===== config.mk =====
export PLATFORM = sky130hd
export DESIGN_NAME = bus_master_controller
export DESIGN_NICKNAME = d
export VERILOG_FILES = /design/src/rtl/bus_master_controller.sv
export SDC_FILE = /design/constraint.sdc
export NUM_CORES = 1
export LEC_CHECK = 0
export CORE_ASPECT_RATIO = 1.1
export CORE_MARGIN = 2
export CORE_UTILIZATION = 35
export DETAILED_ROUTE_END_ITERATION = 10
export GPL_ROUTABILITY_DRIVEN = 0
export SKIP_LAST_GASP = 1
export SLEW_MARGIN = 15
export SYNTH_ARGS = -nofsm -noshare
export SYNTH_HDL_FRONTEND = slang
export SYNTH_SLANG_ARGS = --single-unit

===== constraint.sdc =====
create_clock -name clk -period 2 [get_ports clk]
set_input_delay 0.2 -clock clk [delete_from_list [all_inputs] [get_ports clk]]
set_output_delay 0.2 -clock clk [all_outputs]
set_load 0.01 [all_outputs]

===== src/rtl/bus_master_controller.sv =====
// Scenario sequencer for the dual-master bus demo: latches a scenario code on start,
// loads both masters' commands, strobes their enables, then waits for them to finish.
module bus_master_controller (
    input  logic        clk,
    input  logic        reset,
    input  logic        start,
    input  logic [4:0]  state_in,
    input  logic        m1_request,
    input  logic        m2_request,
    output logic        m1_enable,
    output logic        m2_enable,
    output logic        m1_read_en,
    output logic        m2_read_en,
    output logic [7:0]  data_in1,
    output logic [7:0]  data_in2,
    output logic [13:0] addr_in1,
    output logic [13:0] addr_in2
);

    typedef enum logic [1:0] {IDLE, LOAD, ENABLE, WAIT} state_t;

    state_t      state;
    logic [4:0]  scenario;
    logic        use1, use2;

    logic        t_use1, t_use2, t_rd1, t_rd2;
    logic [7:0]  t_data1, t_data2;
    logic [13:0] t_addr1, t_addr2;

    // Fixed scenario table; codes 0 and 11..31 use neither master.
    always_comb begin
        t_use1  = 1'b0;
        t_use2  = 1'b0;
        t_rd1   = 1'b0;
        t_rd2   = 1'b0;
        t_data1 = '0;
        t_data2 = '0;
        t_addr1 = '0;
        t_addr2 = '0;
        case (scenario)
            5'd1:  begin t_use1 = 1'b1; t_addr1 = 14'h0012; t_data1 = 8'hA5; end
            5'd2:  begin t_use1 = 1'b1; t_addr1 = 14'h0012; t_rd1 = 1'b1; end
            5'd3:  begin t_use2 = 1'b1; t_addr2 = 14'h1034; t_data2 = 8'h3C; end
            5'd4:  begin t_use2 = 1'b1; t_addr2 = 14'h1034; t_rd2 = 1'b1; end
            5'd5:  begin t_use1 = 1'b1; t_addr1 = 14'h2056; t_data1 = 8'h5A; end
            5'd6:  begin t_use1 = 1'b1; t_addr1 = 14'h2056; t_rd1 = 1'b1; end
            5'd7:  begin t_use2 = 1'b1; t_addr2 = 14'h0012; t_rd2 = 1'b1; end
            5'd8:  begin
                t_use1 = 1'b1; t_addr1 = 14'h0012; t_data1 = 8'h11;
                t_use2 = 1'b1; t_addr2 = 14'h1034; t_data2 = 8'h22;
            end
            5'd9:  begin
                t_use1 = 1'b1; t_addr1 = 14'h2056; t_data1 = 8'h33;
                t_use2 = 1'b1; t_addr2 = 14'h2056; t_data2 = 8'h44;
            end
            5'd10: begin
                t_use1 = 1'b1; t_addr1 = 14'h0012; t_rd1 = 1'b1;
                t_use2 = 1'b1; t_addr2 = 14'h0012; t_data2 = 8'h55;
            end
            default: ;
        endcase
    end

    always_ff @(posedge clk) begin
        if (!reset) begin
            state      <= IDLE;
            scenario   <= '0;
            use1       <= 1'b0;
            use2       <= 1'b0;
            m1_enable  <= 1'b0;
            m2_enable  <= 1'b0;
            m1_read_en <= 1'b0;
            m2_read_en <= 1'b0;
            data_in1   <= '0;
            data_in2   <= '0;
            addr_in1   <= '0;
            addr_in2   <= '0;
        end else begin
            m1_enable <= 1'b0;
            m2_enable <= 1'b0;
            case (state)
                IDLE: begin
                    if (start) begin
                        scenario <= state_in;
                        state    <= LOAD;
                    end
                end
                LOAD: begin
                    use1       <= t_use1;
                    use2       <= t_use2;
                    m1_read_en <= t_rd1;
                    m2_read_en <= t_rd2;
                    data_in1   <= t_data1;
                    data_in2   <= t_data2;
                    addr_in1   <= t_addr1;
                    addr_in2   <= t_addr2;
                    state      <= ENABLE;
                end
                ENABLE: begin
                    m1_enable <= use1;
                    m2_enable <= use2;
                    state     <= WAIT;
                end
                WAIT: begin
                    // Busy lines of masters outside the scenario are ignored.
                    if (!(use1 && m1_request) && !(use2 && m2_request))
                        state <= IDLE;
                end
                default: state <= IDLE;
            endcase
        end
    end

endmodule


## Word level (Yosys, flattened, before mapping)

Cells that the tools add are included.

| cells by class | value |
|---|---|
| add/sub/neg operators | 0 |
| $mul | 0 |
| div/mod/pow operators | 0 |
| order comparisons | 0 |
| equality and inequality tests | 15 |
| shifts and indexed selects | 0 |
| muxes and demuxes | 11 |
| bitwise logic cells | 0 |
| reduce and logical (&&, ||, !) cells | 17 |

Operators by type and width:

| cell | count |
|---|---|
| one-hot mux 14 bit (3 select lines) | 1 |
| one-hot mux 8 bit (4 select lines) | 1 |
| one-hot mux 14 bit (2 select lines) | 1 |
| one-hot mux 7 bit (4 select lines) | 1 |
| equality test 5 x 3 -> 1 bit, second input constant | 4 |
| equality test 5 x 4 -> 1 bit, second input constant | 3 |
| equality test 5 x 2 -> 1 bit, second input constant | 2 |
| OR reduction 3 bit | 3 |
| one-hot mux 2 bit (4 select lines) | 1 |
| OR reduction 7 bit | 1 |
| AND reduction 2 bit | 3 |
| OR reduction 6 bit | 1 |
| equality test 5 x 1 -> 1 bit, second input constant | 1 |
| equality test 2 bit, second input constant | 2 |
| two-way mux 1 bit | 4 |
| two-way mux 2 bit | 2 |
| inequality test 2 bit, second input constant | 2 |
| OR reduction 2 bit | 2 |
| OR reduction 4 bit | 1 |
| logical AND 1 bit | 3 |
| equality test 2 x 1 -> 1 bit, second input constant | 1 |
| logical NOT 1 bit | 2 |
| logical NOT 2 bit | 1 |

| word-level totals | value |
|---|---|
| register bits after elaboration | 57 |
| bits in latches | 0 |
| memory bits (writable) | 0 |
| bits in read-only memories | 0 |
| bits of input ports | 10 |
| output and inout port bits | 48 |
| memories | 0 |

## Depth between registers and ports, before layout

Gate-level depths: netlist of the first run.

| depth | value |
|---|---|
| word-level depth | 5 |
| gate-level depth with buffers | 6 |
| depth with buffers taken out | 5 |

## Least setup slack after synthesis of the first run

Ideal clock, no wire load.

| timing | value |
|---|---|
| path type | register to register |
| start point | reg state[1] |
| end point | reg addr_in2[2] |
| data arrival time | 1.356 ns |
| required time | 1.875 ns |
| setup slack | 0.519 ns |
| cell stages (with the launch flop) | 6 |
| buffers on the path | 0 |
| clock period less this slack | 1.481 ns |
| path through | dfxtp_1 inv_1 ha_1 nor2b_1 and3_1 o41a_1 |

| on the way | value |
|---|---|
| longest elaborated chain between the ends | 1 |

RTL lines:

| item | line | RTL |
|---|---|---|
| from (decl) | 22 | `state_t state;` |
| from (signal assigned) | 66 | `state <= IDLE;` |
| from (signal assigned) | 85 | `state <= LOAD;` |
| from (signal assigned) | 97 | `state <= ENABLE;` |
| equality test 2 x 1 -> 1 bit | 81 | `case (state)` |
| to (signal assigned) | 96 | `addr_in2 <= t_addr2;` |
| to (decl) | 17 | `output logic [13:0] addr_in2` |

Every way passes these cells.
A chain may end at the register's enable or synchronous reset.

## Worst setup path after layout of the first run

Same ends and word-level chain as after synthesis.

==> results.cfg, run 1 <==
[synth]
yosysMostFrequentCell = dfxtp_1
synth_area_leaders = dfxtp_1, buf_4, nor2b_1
avgSynthCellArea_um2 = 8.90
yosysTopAreaCell = dfxtp_1
ys_seq_area_share_pct = 39.3
synthTopCellsByCount = dfxtp_1, buf_4, nand2_1, nor2b_1, a21oi_1
synth-seq-cells = 33
synth_top_cell_area_share_pct = 39.3
syn_area_mm2 = 0.00168
netlist_instances = 189
ys_types = 48
synthArstFlopShare_pct = 0
synth_warnings = 0
synth_edf_count = 0
synth-main-ff-cell = dfxtp_1

[setup_path]
critPathMaxStageDelay_ns = 0.36
crit_buf_inv = 2
reg2reg_slack_ns = 0.25
cp_cell_sequence = inv_1 -> ha_2 -> buf_4 -> nand2b_1 -> nor4_2 -> o41a_1
crit_fanout = 12
crit_type = reg -> reg
r2r_end = addr_in2[2]
cp_top_family = simple AND/OR/NAND/NOR gates
ff2ff_path_depth = 6
crit_cells = 6
cp-start-kind = register
required_ns = 2.22
critPathCaptureType = register
cpMaxStageDelayCell = nor4_2
r2r_start = state[1]
critPathArrivalTime_ns = 1.97

[sta]
final.setup.tns_ns = 0
worst_pin_slew_ns = 0.533
skew_ns = 0.00397
drv_slew = 0
period_minus_slack_ns = 1.75
max_freq_mhz = 573
max-slew-margin-rel_pct = 64.4
hold_viol = 0
post-route-period-util_pct = 87.3
finalSetupViolations = 0
rsz0062_at_grt = no

[power_and_ir_drop]
p_per_area_mw_per_mm2 = 1030
seqPwrFrac_pct = 41.2
comb_power_share_pct = 37.3
p_int_mw = 1.42
leakage_nw = 0.827
power.switching_mw = 0.760
ir_drop_uv = 440
clkPwrFrac_pct = 21.5
power_mw = 2.18
p_sw_share_pct = 34.9

[floorplan]
start_util_pct = 36.2
rows = 26
die_area_mm2 = 0.00538
die_h_um = 76.7
io_pins = 58
core_region_area_mm2 = 0.00465
die_w_um = 70.1

[final_layout]
fill_cells = 470
synthToLayoutAreaGrowth_pct = 25.0
multiInputGateArea_um2 = 843
fin_nets = 237
final_area_mm2 = 0.00210
n_antenna_cell = 0
seq_area_um2 = 661
drive_above_1_share_pct = 7.17

[global_routing]
grt_usage_pct = 13.7
grt_pass1_wl_um = 5960
grt_max_degree = 18
first_global_vias = 1259
antenna_found_initial = 0
grt_overflow = 0

[min_path]
worstHoldPathType = reg -> reg
hold_path_depth = 2
holdPathEnd = m1_read_en
hp-start = m1_read_en

[detailed_routing]
wl_um = 3490
via_per_inst = 4.94
ant_nets = 0
drc = 0
drt_first_pass_iters = 4
wl_per_cell_um = 12.5
vias = 1378
drt_iter0_drc = 42

[clock_network]
postCtsSetupBuffers = 0
cts-root-buf = clkbuf_8
clock_latency_ns = 0.28
clk_pin_slew_worst_paths_ns = 0.06
cts_tree = done
htree_levels = 2
numCtsBuffers = 5
clock_sinks = 33
clock_tree.buffer_depth = 2

[placement]
io_buffer_count = 40
hpwl_um = 2550
placed_area_mm2 = 0.00202

[outcome]
outcome = finished, final reports clean

[job]
cap_violations = 0
==> routing by layer <==
layer	vias up	wire, µm	track usage (%)	part of all wire [%]
met4	0	53	4.62	1.5
met3	4	194	3.68	5.6
met5	-	0	0	0
li1	687	-	-	-
met1	636	1640	17.2	47
met2	51	1600	22.8	46
==> logic make-up after synthesis <==
kind of cell               share of synthesized area [%]
and+or+nand+nor                                     22.8
AOI/OAI and AO/OA                                   17.4
buffers and inverters                               14.3
DFF                                                 39.3
adders and majority gates                           3.72
xor gates and xnor gates                            1.04
muxes                                               1.19
other                                              0.223
==> state kept, by name, indices dropped and copies added, names as in the netlist <==
signal and cells:
data_in2 7, data_in1 6, addr_in2 5, scenario 5, addr_in1 2, state 2, m1_enable 1, m1_read_en 1
m2_enable 1, m2_read_en 1, use1 1, use2 1
==> per-stage QoR <==
| stage | cells | setup WS (ns) | hold slack, ns | util (%) |
|---|---|---|---|---|
| 6_report | 279 | 0.254 | 0.463 | 45.2 |
| 5_1_grt | 279 | 0.0588 | 0.478 | 45.2 |
| 4_1_cts | 279 | 0.0858 | 0.464 | 45.2 |
| 3_5_place_dp | 271 | 0.0969 | 0.444 | 43.4 |
| 3_3_place_gp | 271 | 0.192 | 0.440 | 43.4 |
| 2_1_floorplan | 205 | 0.519 | 0.347 | - |
==> cell type report <==
cell class | count | area share (%)
Clock buffer | 8 | 3.81
Inverter | 5 | 0.892
Multi-Input combinational cell | 133 | 40.1
Sequential cell | 33 | 31.4
Tap cell | 56 | 3.33
Timing Repair Buffer | 44 | 20.5
==> power groups by stage <==
stage / Sequential [mW] / Combinational [mW] / Clock, mW
6_report: 0.896 / 0.811 / 0.468
5_1_grt: 0.919 / 0.900 / 0.521
4_1_cts: 0.897 / 0.816 / 0.485
3_5_place_dp: 0.911 / 0.813 / 0
3_3_place_gp: 0.909 / 0.806 / 0
2_1_floorplan: 0.879 / 0.565 / 0
==> timing repair <==
item / in CTS / in global routing
hold buffers: 0 / 0
setup endpoints to repair: 0 / 6
resized for setup: 0 / 1
==> layout by cell type (no fill, tap or decap), types with 5 or more instances in the layout <==
cell type,n
nor2_1,6
a21oi_1,11
dfxtp_1,33
nand3_1,7
nand2_1,16
nor2b_1,13
and3_1,5
conb_1,17
clkbuf_8,5
clkdlybuf4s50_1,40
==> worst min-delay path: stages (launching register included) <==
cell,delay (ns)
dfxtp_1,0.31
nand2_1,0.06
a21oi_1,0.05
==> worst max path at each step <==
stage / from / end / slack (ns)
global route: state[1] / addr_in2[2] / 0.06
CTS: state[1] / addr_in2[2] / 0.09
detailed placement: state[1] / addr_in2[2] / 0.1
global placement: state[1] / addr_in2[2] / 0.19
floorplan: state[1] / addr_in2[2] / 0.52
finish: state[1] / addr_in2[2] / 0.25
Note: power is estimated with default switching activity, not from simulation.
==> inputs of run 2 (changes only) <==
- ABC_CLOCK_PERIOD_IN_PS: default -> 2000
- SKIP_CTS_REPAIR_TIMING: default -> 1
==> results of run 2 <==
Same layout as run 1: the final DEF is identical, and so are final timing and power.
==> patch, RTL diff (flow settings as in run 2) <==
The 4 states of `state_t` get a one-hot encoding in 4 bits.
--- a/src/rtl/bus_master_controller.sv
+++ b/src/rtl/bus_master_controller.sv
@@ -19,3 +19,3 @@
 
-    typedef enum logic [1:0] {IDLE, LOAD, ENABLE, WAIT} state_t;
+    typedef enum logic [3:0] {IDLE = 4'b0001, LOAD = 4'b0010, ENABLE = 4'b0100, WAIT = 4'b1000} state_t;
 
Function: no difference found for any inputs over 10 cycles, from zero or initial values and one cycle with reset low; not proved beyond that.
==> patch against run 2 <==
Sequential cell count increased by 2. Sequential share of layout area increased by 2.1 points. Design area decreased by 0.59%. Cell count increased by 3.2%. Worst setup slack improved by 0.034 ns. Core utilization increased by 0.69 points. First-iteration DRC count increased by 60%. Routed wire length decreased by 1.4%. Area after synthesis decreased by 2.9%. Via count decreased by 2.3%. Clock skew increased by 0.0028 ns. Critical path type unchanged. Critical endpoint is now data_in2[0]. Largest cell class unchanged.
Power is not compared: it rests on default switching activity, and its combinational part moved more than twofold at a synthesized area within 25%.
==> patch: results (changes against run 2) <==
* Status: finished clean
* CTS root buf: clkbuf_8
* Largest net degree at the start of global routing at 28 (+10)
* DRC viols at 0 (unchanged)
* Antenna cells at 0 (unchanged)
* Post-synth ARST share at 0% (unchanged)
* Drt wl/cell at 11.9 µm (-4.5%)
* Vias in the first global route at 1,244 (-1.2%)
* Final setup margin at 0.289 ns (+0.0340 ns)
* Synth-to-layout area growth at 27.9%
* Share of layout cells above drive strength 1 at 6.03% (-1.1 points)
* Distinct cell type count after synthesis at 35 (-27%)
* Post-synthesis sequential area ratio at 42.9% (+3.6 points)
* Hold Crit Depth at 2 (unchanged)
* Clock buffer depth at 2 (unchanged)
* Final slew viol count at 0 (unchanged)
* H-Tree Depth at 2 (unchanged)
* Detailed Place HPWL at 2510 µm (-1.7%)
* Peak supply drop at 437 µV
* Place WS at 0.311 ns (+0.214 ns)
* 1st-pass router iterations at 4 (unchanged)
* Initial antenna violation count at 0 (unchanged)
* Nets@finish at 241 (+1.7%)
* Post-DP Area at 1980 µm² (-2.1%)
* First DRT Iteration DRCs at 67 (+60%)
* Pleak at 0.791 nW
* Synth top area cells: dfxtp_1 (43%), buf_4 (11%), a21oi_1 (7.0%), nor2_1 (5.3%), nand2_1 (4.6%)
* Fill cell count at 491 (+4.5%)
* Largest registers: data_in2 (7), data_in1 (6)
* Synth Warn # at 0 (unchanged)
* Cell count after synthesis at 198 (+4.8%)
* R2r worst-path depth at 5 (-1)
* GRT Total Usage at 13.7% (-0.018 points)
* CTS clk-pin slew, worst paths at 0.07 ns
* Vias per inst at 4.67 (-5.4%)
* Hold WC Path Type: reg -> reg
* Top cells by count, synth: dfxtp_1 (35), buf_4 (24), a21oi_1 (23), nor2_1 (23), nand2_1 (20)
* Later-pin clock latency in the skew report at 0.29 ns
* First-pass GRT wire length at 5640 µm (-5.4%)
* CP Data Arrival Time at 1.94 ns (-0.03 ns)
* Port Buffers at 40 (unchanged)
* Final worst clock skew at 0.00675 ns (+0.00278 ns)
* Placed cells at 280 (+3.3%)
* Total CTS buffers at 5 (unchanged)
* Final Instance Count excl. Fillers at 288 (+3.2%)
* Crit-path max FO at 17 (+5)
[patch: worst paths after layout]
check / start / end
setup / recovery: state[3] / data_in2[0]
hold / removal: data_in1[1] / data_in1[1]
setup reg to reg: state[3] / data_in2[0]
hold reg to reg: data_in1[1] / data_in1[1]
[patch: power by group]
part | internal (mW) | leakage [nW] | switching, mW
clock network | 0.371 | 0.0581 | 0.259
logic | 0.0802 | 0.449 | 0.102
registers | 0.717 | 0.283 | 0.0344
[patch: stage by stage]
| step | total power [mW] | hold slack [ns] |
|---|---|---|
| finish | 1.56 | 0.456 |
| floorplan | 0.911 | 0.336 |
| detailed placement | 0.950 | 0.446 |
| global route | 1.64 | 0.482 |
| CTS | 1.58 | 0.457 |
| global placement | 0.950 | 0.443 |
[patch: final cells by class]
cell class | count | area share [%]
Multi-Input combinational cell | 141 | 36.3
Inverter | 3 | 0.539
Tap cell | 56 | 3.35
Timing Repair Buffer | 45 | 20.9
Clock buffer | 5 | 3.29
Clock inverter | 3 | 2.09
Sequential cell | 35 | 33.5
[patch: per-layer routing]
layer	global-route usage (%)	vias to the layer above	share of wire, %
met1	16.7	601	47
met5	0	-	0
li1	-	697	-
met3	4.10	4	5.1
met2	23.2	44	47
met4	5.45	0	1.3
[patch: cell families (layout without fill, tap and decap cells)]
kind of cell	after synthesis	after routing	share of synthesized area (%)
AND/OR/NAND/NOR	73	73	22.1
AO/OA/AOI/OAI	41	41	14.5
buffers and inverters	38	56	14.4
flip-flops	35	35	42.9
multiplexers	6	6	3.68
XOR/XNOR	4	4	2.14
other	1	17	0.229
[patch: worst max-delay path, cell delays in order, from the launching register on]
cell,delay [ns]
dfxtp_1,0.36
or4b_1,0.61
buf_4,0.23
nor4_1,0.24
a22oi_1,0.10
nor2_1,0.10
